[src/rtl/capture_stream_ctrl_pkg.sv]
// capture_stream_ctrl_pkg
//   Shared definitions for the capture/stream controller: default geometry,
//   FSM state encoding and the effective-count helper.
package capture_stream_ctrl_pkg;

  localparam int unsigned SAMPLE_W_DEF = 12;   // ADC sample width
  localparam int unsigned DEPTH_DEF    = 100;  // buffer capacity in samples
  localparam int unsigned CNT_W_DEF    = 7;    // counter width, 2^CNT_W > DEPTH

  typedef enum logic [2:0] {
    ST_IDLE    = 3'd0,
    ST_ARM     = 3'd1,
    ST_CAPTURE = 3'd2,
    ST_DRAIN   = 3'd3,
    ST_DONE    = 3'd4
  } state_e;

  // A requested count of 0, or one larger than the buffer, means "fill the buffer".
  function automatic int unsigned eff_count(input int unsigned cfg, input int unsigned depth);
    return ((cfg == 0) || (cfg > depth)) ? depth : cfg;
  endfunction

endpackage

[src/rtl/capture_stream_ctrl_if.sv]
// capture_stream_ctrl_if
//   Handshake bundle between the controller, the ADC reader and the Arduino writer.
//   adc_req/adc_valid/adc_data : conversion request, one-cycle valid pulse, sample
//   tx_req/tx_data/tx_ack      : word ready, word, one-cycle completion pulse
//   master : controller side      slave : ADC reader / writer side
interface capture_stream_ctrl_if
  import capture_stream_ctrl_pkg::*;
#(
  parameter int unsigned SAMPLE_W = SAMPLE_W_DEF
);

  logic                adc_req;
  logic                adc_valid;
  logic [SAMPLE_W-1:0] adc_data;
  logic                tx_req;
  logic [SAMPLE_W-1:0] tx_data;
  logic                tx_ack;

  modport master (
    output adc_req,
    input  adc_valid,
    input  adc_data,
    output tx_req,
    output tx_data,
    input  tx_ack
  );

  modport slave (
    input  adc_req,
    output adc_valid,
    output adc_data,
    input  tx_req,
    input  tx_data,
    output tx_ack
  );

endinterface

[src/rtl/capture_stream_ctrl_sample_mem.sv]
// capture_stream_ctrl_sample_mem
//   DEPTH x SAMPLE_W sample buffer, one synchronous write port and one
//   registered read port. Contents are never reset; only the read register is.
//   clk, rst          : clock, synchronous active-high reset (read register only)
//   we, waddr, wdata  : write strobe, address, data
//   re, raddr, rdata  : read enable, address, registered read data (holds when re=0)
module capture_stream_ctrl_sample_mem
  import capture_stream_ctrl_pkg::*;
#(
  parameter int unsigned SAMPLE_W = SAMPLE_W_DEF,
  parameter int unsigned DEPTH    = DEPTH_DEF,
  parameter int unsigned AW       = CNT_W_DEF
) (
  input  logic                clk,
  input  logic                rst,
  input  logic                we,
  input  logic [AW-1:0]       waddr,
  input  logic [SAMPLE_W-1:0] wdata,
  input  logic                re,
  input  logic [AW-1:0]       raddr,
  output logic [SAMPLE_W-1:0] rdata
);

  logic [SAMPLE_W-1:0] mem_q [DEPTH];
  logic [SAMPLE_W-1:0] rdata_q;

  // Storage array: write only, no reset.
  always_ff @(posedge clk) begin
    if (we) begin
      mem_q[waddr] <= wdata;
    end
  end

  // Read register: only advances while enabled so the word is stable otherwise.
  always_ff @(posedge clk) begin
    if (rst) begin
      rdata_q <= '0;
    end else if (re) begin
      rdata_q <= mem_q[raddr];
    end
  end

  assign rdata = rdata_q;

endmodule

[src/rtl/capture_stream_ctrl.sv]
// capture_stream_ctrl
//   Captures a configurable number of ADC samples (optionally after a threshold
//   trigger) into a buffer, then drains them oldest-first to the Arduino writer.
//   One-shot or continuous (re-arming) operation.
//   clk, rst        : clock, synchronous active-high reset
//   start           : begin a run (IDLE only)
//   cfg_*           : count, trigger enable, threshold, continuous; latched at start
//   bus             : ADC req/valid and writer req/ack handshakes (master side)
//   busy, done      : not-IDLE flag, one-cycle end-of-drain pulse
//   captured        : samples stored this run
//   transmitted     : samples acknowledged this run
module capture_stream_ctrl
  import capture_stream_ctrl_pkg::*;
#(
  parameter int unsigned SAMPLE_W = SAMPLE_W_DEF,
  parameter int unsigned DEPTH    = DEPTH_DEF,
  parameter int unsigned CNT_W    = CNT_W_DEF
) (
  input  logic                  clk,
  input  logic                  rst,
  input  logic                  start,
  input  logic [CNT_W-1:0]      cfg_count,
  input  logic                  cfg_trig_en,
  input  logic [SAMPLE_W-1:0]   cfg_threshold,
  input  logic                  cfg_continuous,
  capture_stream_ctrl_if.master bus,
  output logic                  busy,
  output logic                  done,
  output logic [CNT_W-1:0]      captured,
  output logic [CNT_W-1:0]      transmitted
);

  state_e              state_q, state_d;
  logic [CNT_W-1:0]    eff_q, eff_d;
  logic                trig_en_q, trig_en_d;
  logic [SAMPLE_W-1:0] thr_q, thr_d;
  logic                cont_q, cont_d;
  logic [CNT_W-1:0]    wr_ptr_q, wr_ptr_d;
  logic [CNT_W-1:0]    rd_ptr_q, rd_ptr_d;
  logic [CNT_W-1:0]    captured_q, captured_d;
  logic [CNT_W-1:0]    transmitted_q, transmitted_d;
  logic                adc_req_q, adc_req_d;
  logic                tx_req_q, tx_req_d;
  logic                busy_q, busy_d;
  logic                done_q, done_d;

  logic                mem_we;
  logic                mem_re;
  logic [SAMPLE_W-1:0] mem_rdata;

  // State and datapath registers.
  always_ff @(posedge clk) begin
    if (rst) begin
      state_q       <= ST_IDLE;
      eff_q         <= '0;
      trig_en_q     <= 1'b0;
      thr_q         <= '0;
      cont_q        <= 1'b0;
      wr_ptr_q      <= '0;
      rd_ptr_q      <= '0;
      captured_q    <= '0;
      transmitted_q <= '0;
      adc_req_q     <= 1'b0;
      tx_req_q      <= 1'b0;
      busy_q        <= 1'b0;
      done_q        <= 1'b0;
    end else begin
      state_q       <= state_d;
      eff_q         <= eff_d;
      trig_en_q     <= trig_en_d;
      thr_q         <= thr_d;
      cont_q        <= cont_d;
      wr_ptr_q      <= wr_ptr_d;
      rd_ptr_q      <= rd_ptr_d;
      captured_q    <= captured_d;
      transmitted_q <= transmitted_d;
      adc_req_q     <= adc_req_d;
      tx_req_q      <= tx_req_d;
      busy_q        <= busy_d;
      done_q        <= done_d;
    end
  end

  // Next-state, counters and handshake outputs.
  always_comb begin
    state_d       = state_q;
    eff_d         = eff_q;
    trig_en_d     = trig_en_q;
    thr_d         = thr_q;
    cont_d        = cont_q;
    wr_ptr_d      = wr_ptr_q;
    rd_ptr_d      = rd_ptr_q;
    captured_d    = captured_q;
    transmitted_d = transmitted_q;
    mem_we        = 1'b0;

    case (state_q)
      ST_IDLE: begin
        if (start) begin
          state_d       = ST_ARM;
          eff_d         = CNT_W'(eff_count(32'(cfg_count), DEPTH));
          trig_en_d     = cfg_trig_en;
          thr_d         = cfg_threshold;
          cont_d        = cfg_continuous;
          wr_ptr_d      = '0;
          rd_ptr_d      = '0;
          captured_d    = '0;
          transmitted_d = '0;
        end
      end

      ST_ARM: begin
        if (!trig_en_q) begin
          state_d = ST_CAPTURE;
        end else if (bus.adc_valid && adc_req_q && (bus.adc_data >= thr_q)) begin
          // Trigger sample is itself the first stored sample.
          mem_we     = 1'b1;
          wr_ptr_d   = CNT_W'(1);
          captured_d = CNT_W'(1);
          state_d    = (eff_q == CNT_W'(1)) ? ST_DRAIN : ST_CAPTURE;
        end
      end

      ST_CAPTURE: begin
        if (bus.adc_valid && adc_req_q) begin
          mem_we     = 1'b1;
          wr_ptr_d   = wr_ptr_q + CNT_W'(1);
          captured_d = captured_q + CNT_W'(1);
          if (captured_d == eff_q) begin
            state_d = ST_DRAIN;
          end
        end
      end

      ST_DRAIN: begin
        if (tx_req_q && bus.tx_ack) begin
          rd_ptr_d      = rd_ptr_q + CNT_W'(1);
          transmitted_d = transmitted_q + CNT_W'(1);
          if (transmitted_d == captured_q) begin
            state_d = ST_DONE;
          end
        end
      end

      ST_DONE: begin
        if (cont_q) begin
          state_d       = ST_ARM;
          wr_ptr_d      = '0;
          rd_ptr_d      = '0;
          captured_d    = '0;
          transmitted_d = '0;
        end else begin
          state_d = ST_IDLE;
        end
      end

      default: begin
        state_d = ST_IDLE;
      end
    endcase

    // Registered outputs follow the state being entered.
    adc_req_d = (state_d == ST_ARM) || (state_d == ST_CAPTURE);
    busy_d    = (state_d != ST_IDLE);
    done_d    = (state_d == ST_DONE);
    // Word request: rises one cycle into DRAIN, drops for one cycle after each ack
    // while the read register fetches the next word.
    tx_req_d  = (state_q == ST_DRAIN) && (state_d == ST_DRAIN) && !(tx_req_q && bus.tx_ack);
  end

  // Read port only runs in DRAIN, so tx_data holds its value elsewhere.
  assign mem_re = (state_q == ST_DRAIN);

  capture_stream_ctrl_sample_mem #(
    .SAMPLE_W (SAMPLE_W),
    .DEPTH    (DEPTH),
    .AW       (CNT_W)
  ) u_sample_mem (
    .clk   (clk),
    .rst   (rst),
    .we    (mem_we),
    .waddr (wr_ptr_q),
    .wdata (bus.adc_data),
    .re    (mem_re),
    .raddr (rd_ptr_q),
    .rdata (mem_rdata)
  );

  assign bus.adc_req  = adc_req_q;
  assign bus.tx_req   = tx_req_q;
  assign bus.tx_data  = mem_rdata;
  assign busy         = busy_q;
  assign done         = done_q;
  assign captured     = captured_q;
  assign transmitted  = transmitted_q;

endmodule

[src/flat_wrapper.sv]
// flat-port wrapper written by rule: the top's interface ports become plain ports
module capture_stream_ctrl_flat import capture_stream_ctrl_pkg::*;
#(
  parameter int unsigned SAMPLE_W = SAMPLE_W_DEF,
  parameter int unsigned DEPTH    = DEPTH_DEF,
  parameter int unsigned CNT_W    = CNT_W_DEF
)
  (clk, rst, start, cfg_count, cfg_trig_en, cfg_threshold, cfg_continuous, busy, done, captured, transmitted, bus_adc_req, bus_adc_valid, bus_adc_data, bus_tx_req, bus_tx_data, bus_tx_ack);
  capture_stream_ctrl_if #(.SAMPLE_W(SAMPLE_W)) bus_i ();
  input  logic clk;
  input  logic rst;
  input  logic start;
  input  logic [CNT_W-1:0] cfg_count;
  input  logic cfg_trig_en;
  input  logic [SAMPLE_W-1:0] cfg_threshold;
  input  logic cfg_continuous;
  output logic busy;
  output logic done;
  output logic [CNT_W-1:0] captured;
  output logic [CNT_W-1:0] transmitted;
  output wire logic [$bits(bus_i.adc_req)-1:0] bus_adc_req;
  input wire logic [$bits(bus_i.adc_valid)-1:0] bus_adc_valid;
  input wire logic [$bits(bus_i.adc_data)-1:0] bus_adc_data;
  output wire logic [$bits(bus_i.tx_req)-1:0] bus_tx_req;
  output wire logic [$bits(bus_i.tx_data)-1:0] bus_tx_data;
  input wire logic [$bits(bus_i.tx_ack)-1:0] bus_tx_ack;
  assign bus_adc_req = bus_i.adc_req;
  assign bus_i.adc_valid = bus_adc_valid;
  assign bus_i.adc_data = bus_adc_data;
  assign bus_tx_req = bus_i.tx_req;
  assign bus_tx_data = bus_i.tx_data;
  assign bus_i.tx_ack = bus_tx_ack;
  capture_stream_ctrl #(.SAMPLE_W(SAMPLE_W), .DEPTH(DEPTH), .CNT_W(CNT_W)) u_core (.clk(clk), .rst(rst), .start(start), .cfg_count(cfg_count), .cfg_trig_en(cfg_trig_en), .cfg_threshold(cfg_threshold), .cfg_continuous(cfg_continuous), .bus(bus_i), .busy(busy), .done(done), .captured(captured), .transmitted(transmitted));
endmodule
[config.mk]
export PLATFORM = sky130hd
export DESIGN_NAME = capture_stream_ctrl_flat
export DESIGN_NICKNAME = d
export VERILOG_FILES = /design/src/rtl/capture_stream_ctrl_pkg.sv /design/src/rtl/capture_stream_ctrl_if.sv /design/src/rtl/capture_stream_ctrl_sample_mem.sv /design/src/rtl/capture_stream_ctrl.sv /design/src/flat_wrapper.sv
export SDC_FILE = /design/constraint.sdc
export NUM_CORES = 1
export LEC_CHECK = 0
export BUFFER_PORTS_ARGS = -buffer_cell sky130_fd_sc_hd__buf_2
export CAP_MARGIN = 20
export CORE_AREA = 3 3 358 360
export DETAILED_ROUTE_END_ITERATION = 8
export DIE_AREA = 0 0 361 363
export HOLD_SLACK_MARGIN = 0.1
export PLACE_DENSITY = 0.52
export REMOVE_ABC_BUFFERS = 1
export SLEW_MARGIN = 20
export SYNTH_ARGS = -nofsm -noshare
export SYNTH_HDL_FRONTEND = slang
export SYNTH_SLANG_ARGS = --single-unit
export TNS_END_PERCENT = 10
[constraint.sdc]
create_clock -name clk -period 6.4 [get_ports clk]
set_input_delay 0 -clock clk [delete_from_list [all_inputs] [get_ports clk]]
set_output_delay 0 -clock clk [all_outputs]
set_load 0.05 [all_outputs]
# Word-level counts from Yosys, hierarchy flattened
# Memory sizes are Yosys's and may differ from the RTL's. A register that Yosys moved wholly into a read port is not among the register bits.
# Cells that the tools add are included.
[totals]
register_bits = 56
mem_bits_rw = 1200
in_bits = 38
output_inout_bits = 30
elab_cells = 82
n_memories = 1
[classes]
addsub = 4
magnitude_cmp = 2
eq_ne = 17
muxes = 29
reduce_logical = 16
[memory_table]
columns = ["name", "depth", "width", "rd", "rd_clocked_by_memory_dff", "write_ports", "line_no", "source"]
rows = [
  ["u_core.u_sample_mem.mem_q", 100, 12, 1, 1, 1, "capture_stream_ctrl_sample_mem.sv:24", "logic [SAMPLE_W-1:0] mem_q [DEPTH];"],
]
[ops]
columns = ["op", "n"]
rows = [
  ["$mux 7", 9],
  ["$pmux 7 s4", 2],
  ["$pmux 7 s3", 2],
  ["$add 7x1->7 const B", 4],
  ["$mux 3", 7],
  ["$pmux 3 s5", 1],
  ["$eq 7x7->1", 2],
  ["$eq 3x2->1 const B", 4],
  ["$ge 12x12->1", 1],
  ["$ne 2x1->1 const B", 4],
  ["$eq 7x1->1 const B", 1],
  ["$gt 7x7->1 const B", 1],
  ["$logic_not 7->1", 1],
  ["$mux 1", 7],
  ["$eq 3x1->1 const B", 2],
  ["$eq 3x3->1 const B", 2],
  ["$reduce_and 6->1", 1],
  ["$reduce_bool 3->1", 2],
  ["$logic_and 1x1->1", 5],
  ["$ne 2x2->1 const B", 2],
  ["$reduce_and 4->1", 1],
  ["$reduce_bool 4->1", 1],
  ["$logic_not 3->1", 1],
  ["$logic_or 1x1->1", 2],
  ["3 further kinds", 3],
]

# Longest topological paths before layout
[logic_depth]
word_depth = 8
ltp_mapped = 12
ltp_nobuf = 9

# Cells and area by module
# A second synthesis with hierarchy kept.
[hier_totals]
cells_unflattened = 2583
area_unflattened_um2 = 50201.9
[modules_own_cells]
columns = ["mod", "n_inst", "cells_each", "area_per_inst_um2", "seq_area_each_um2"]
rows = [
  ["capture_stream_ctrl_sample_mem", 1, 2202, 47144.0, 36274.8],
  ["capture_stream_ctrl", 1, 381, 3057.9, 1121.1],
]

# Least setup slack after synthesis
# No wires, ideal clock.
[synth_path]
kind = "flip-flop to flip-flop"
startpoint = "register u_core.thr_q[11]"
endpoint = "memory u_core.u_sample_mem.mem_q[75][0] (netlist bit) (enable)"
setup_ps = 380
arrival_ps = 2763
required_time_ps = 6020
setup_slack_ps = 3256
path_stages_with_launch = 11
cell_sequence = "dfxtp_1 -> inv_1 -> ha_1 -> and4_1 -> nand4_1 -> inv_1 -> a221oi_1 -> o21ai_1 -> or4b_1 -> clkbuf_1 -> nor2_1"
[synth_between]
elab_chain_cells = 7
[synth_lines]
columns = ["item", "line_no", "source"]
rows = [
  ["start: declaration", "capture_stream_ctrl.sv:36", "logic [SAMPLE_W-1:0] thr_q, thr_d;"],
  ["start signal: assignment", "capture_stream_ctrl.sv:71", "thr_q <= thr_d;"],
  ["$ge 12x12->1", "capture_stream_ctrl.sv:115", "end else if (bus.adc_valid && adc_req_q && (bus.adc_data >= thr_q)) begin"],
  ["$logic_and 1x1->1", "capture_stream_ctrl.sv:115", ""],
  ["$mux 1", "capture_stream_ctrl.sv:115", ""],
  ["$mux 1", "capture_stream_ctrl.sv:113", "if (!trig_en_q) begin"],
  ["$pmux 1 s2", "capture_stream_ctrl.sv:97", "case (state_q)"],
  ["$mux 1", "capture_stream_ctrl_sample_mem.sv:29", "if (we) begin"],
  ["$mux 1 (implied by the code)", "capture_stream_ctrl_sample_mem.sv:30", "mem_q[waddr] <= wdata;"],
  ["end: declaration", "capture_stream_ctrl_sample_mem.sv:24", ""],
]
# No other way between the ends.

# Worst setup path in the final report
[layout_path]
startpoint = "input port bus_adc_data[0]"
endpoint = "memory u_core.u_sample_mem.mem_q[91][7] (netlist bit) (enable)"
[layout_between]
elab_chain_cells = 7
[layout_lines]
columns = ["item", "line_no", "source"]
rows = [
  ["start: declaration", "flat_wrapper.sv:23", "input wire logic [$bits(bus_i.adc_data)-1:0] bus_adc_data;"],
  ["$ge 12x12->1", "capture_stream_ctrl.sv:115", ""],
  ["$logic_and 1x1->1", "capture_stream_ctrl.sv:115", ""],
  ["$mux 1", "capture_stream_ctrl.sv:115", ""],
  ["$mux 1", "capture_stream_ctrl.sv:113", ""],
  ["$pmux 1 s2", "capture_stream_ctrl.sv:97", ""],
  ["$mux 1", "capture_stream_ctrl_sample_mem.sv:29", ""],
  ["$mux 1 (implied by the code)", "capture_stream_ctrl_sample_mem.sv:30", ""],
]
# No other way between the ends.

==> flow_summary.toml <==
[floorplan]
rows = 130
die_height_microns = 363
die_area_sq_um = 131000
core_area_sq_um = 125000
die-width_microns = 361
start_util_pct = 39.8
io_pins = 68

[worst_setup_path]
r2r_setup_slack_ps = 2020
critPathArrivalTime_ps = 4870
cp_max_fo = 35
worstPathRequired_ps = 6750
timing.rr.start = "u_core.thr_q[3]"
r2r-end = "u_core.u_sample_mem.mem_q[91][7]"
reg2regPathDepth = 8
crit_path_start_kind = "input pin"
crit_type = "in2reg"
critPathCaptureType = "flip-flop"

[cts]
cts.sinks = 1268
cts_root_buf = "clkbuf_16"
cts_tree = "yes"
cts_buffers = 135
cts.path.max_buffers = 3
clk-insertion-delay-late_ps = 740
clk_pin_slew_ps = 60
ctsResizeCount = 0
htree_levels = 4

[timing]
tightestPinTransition_ps = 1100
period_share_pct = 70.7
slew_headroom_pct = 26.1
fmax_mhz = 221
period_needed_ps = 4520
setup-violations-final = 0
hold_violations = 0
hold_slack_ps = 154
clock_skew_ps = 41.4
rsz0062_at_grt = "no"
report.final.slew_viol_count = 0

[run_status]
status = "finished clean"

[global_route]
antenna_found_initial = 6
grt_max_degree = 77
grt_pass1_wl_mm = 191
grt-ovfl-total = 0
grt_use_total_pct = 20.4
grt_pass1_vias = 25800

[placement]
dp_hpwl_mm = 83.1
portBuffers = 67
place_inst = 4111
gp_congestion = 0.813

[hold_path]
hold_path_class = "in2reg"
min_path_cells = 2
hold_end = "u_core.u_sample_mem.mem_q[27][5]"
hold_path.startpoint = "bus_adc_data[5]"

[power_and_ir_drop]
power.internal_uw = 13700
combPwrFrac_pct = 2.3
clock_power_share_pct = 44.9
power_leakage_uw = 0.0175
swShare_pct = 20.5
p_switching_uw = 3530
power_per_cell_area_nw_per_um2 = 298
power_frac_seq_pct = 52.8
ir_drop_mv = 0.251

[synth]
syn_area_sq_um = 49900
synthArstFlopShare_pct = 0
ys_ff_latch = 1268
synth_top_area_share_pct = 72.2
avgSynthCellArea_sq_um = 20.4
synthTopCellsByArea = "edfxtp_1 72%, mux4_2 15%, dfxtp_1 2.7%"
syn_inst = 2445
yosysSeqAreaShare_pct = 74.9
synth_edf_count = 1200
yosysWarningCount = 0
yosysUniqueCellTypes = 73
yosys.area.top_type = "edfxtp_1"
synthFlopType = "edfxtp_1"

[final_layout]
layout.nets = 2756
mostFrequentLayoutCells = "1200 x edfxtp_1, 327 x mux4_2, 135 x clkbuf_16"
layout-drive-gt1-share_pct = 27.3
layout_commonest_cell = "edfxtp_1"
syn2layout_area_growth_pct = 15.9
fin_cells = 4463

[route]
routed_wl_mm = 133
drtAntennaViolNets = 0
first_iter_violations = 2644
viasPerCell = 5.64
wl_per_cell_microns = 29.7
first_pass_iters = 5
dr_total_vias = 25200
drc = 0

[flow_run]
drv_cap = 0
==> sequential cells by signal (all words and copies together), names as in the netlist <==
name	flops
u_core.eff_q	7
u_core.u_sample_mem.rdata	12
u_core.trig_en_q	1
u_core.u_sample_mem.mem_q	1200
u_core.bus.adc_req	1
u_core.wr_ptr_q	7
u_core.transmitted	7
u_core.cont_q	1
u_core.done	1
u_core.state_q	3
u_core.bus.tx_req	1
u_core.thr_q	12
u_core.busy	1
u_core.captured	7
u_core.rd_ptr_q	7
==> routing by layer <==
metal | GRT usage, % | routed length (microns) | vias to the layer above
met5 | 0 | 0 | -
met4 | 4.84 | 2540 | 0
met3 | 3.15 | 8000 | 156
met2 | 32.5 | 64000 | 902
met1 | 29.6 | 58000 | 13500
li1 | - | - | 10600
==> stage by stage <==
stage	area [sq um]	power, uW	utilization (%)	worst slack, ps	setup TNS [ps]
2_1_floorplan	49100	9370	-	-5620	-96690
3_3_place_gp	52200	9620	41.6	1190	0
3_5_place_dp	52300	9620	41.7	1550	0
4_1_cts	57700	17400	46.0	1770	0
5_1_grt	57800	17800	46.1	1660	0
6_report	57800	17200	46.1	1880	0
==> synthesized netlist by cell type, types with 7 or more instances <==
cell type,count
edfxtp_1,1200
mux4_2,327
nor2_1,174
nand2_1,80
dfxtp_1,68
a21oi_1,56
mux2i_1,54
clkbuf_1,45
o21ai_0,40
buf_2,37
nor2b_1,26
a211oi_1,25
buf_4,25
nor3_1,22
mux2_2,19
inv_1,18
ha_1,16
nand3_1,16
buf_6,15
xnor2_1,15
a2111oi_0,10
a31oi_1,8
nand4_1,8
o41ai_1,8
xor2_1,8
a22oi_1,7
nand2b_1,7
or2_2,7
or3_1,7
==> worst max path at each step <==
stage	from	end	slack (ps)	cells past startpoint
2_1_floorplan	u_core.rd_ptr_q[0]	u_core.u_sample_mem.rdata[9]	-5620	7
3_3_place_gp	bus_adc_data[0]	u_core.u_sample_mem.mem_q[36][8]	1190	10
3_5_place_dp	bus_adc_data[0]	u_core.u_sample_mem.mem_q[35][2]	1550	10
4_1_cts	bus_adc_data[0]	u_core.u_sample_mem.mem_q[35][2]	1770	11
5_1_grt	bus_adc_data[0]	u_core.u_sample_mem.mem_q[91][4]	1660	11
6_report	bus_adc_data[0]	u_core.u_sample_mem.mem_q[91][7]	1880	11
==> final cells by class <==
type	count	area (sq um)
Antenna cell	3	7.51
Timing Repair Buffer	251	2090
Clock buffer	163	3510
Fill cell	10400	67600
Tap cell	1650	2060
Clock inverter	82	890
Inverter	18	67.6
Multi-Input combinational cell	1028	11800
Sequential cell	1268	37400
==> power groups by stage <==
stage               Clock (uW)  Sequential [uW]  Combinational [uW]
finish                    7740             9100                 399
global route              8250             9100                 432
CTS                       7900             9100                 402
detailed placement           0             9280                 347
global placement             0             9280                 340
floorplan                    0             9290                83.0
==> worst max-delay path: stages <==
cell	delay, ps
dlygate4sd3_1	520
buf_4	370
inv_1	210
ha_1	320
nand2b_1	90
a21oi_1	70
o21ai_0	290
a221oi_1	220
o21ai_1	590
or4b_2	1130
nor2_1	1010
==> cells by family (layout without fill, tap and decap cells) <==
family          Yosys count  in the layout  synth area share [%]
other cells               0              3                     0
xor+xnor                 25             25                 0.469
buf+inv                 149            514                  1.70
flops                  1268           1268                  74.9
fa+ha+maj                16             16                 0.401
simple gates            384            384                  3.56
mux                     400            400                  16.3
compound gates          203            203                  2.69
==> repair_timing <==
| item | in CTS | in global routing |
|---|---|---|
| buffers inserted | 0 | 0 |
| hold buffers | 100 | 0 |
| hold endpoints to repair | 516 | 0 |
(Power assumes the default switching activity.)
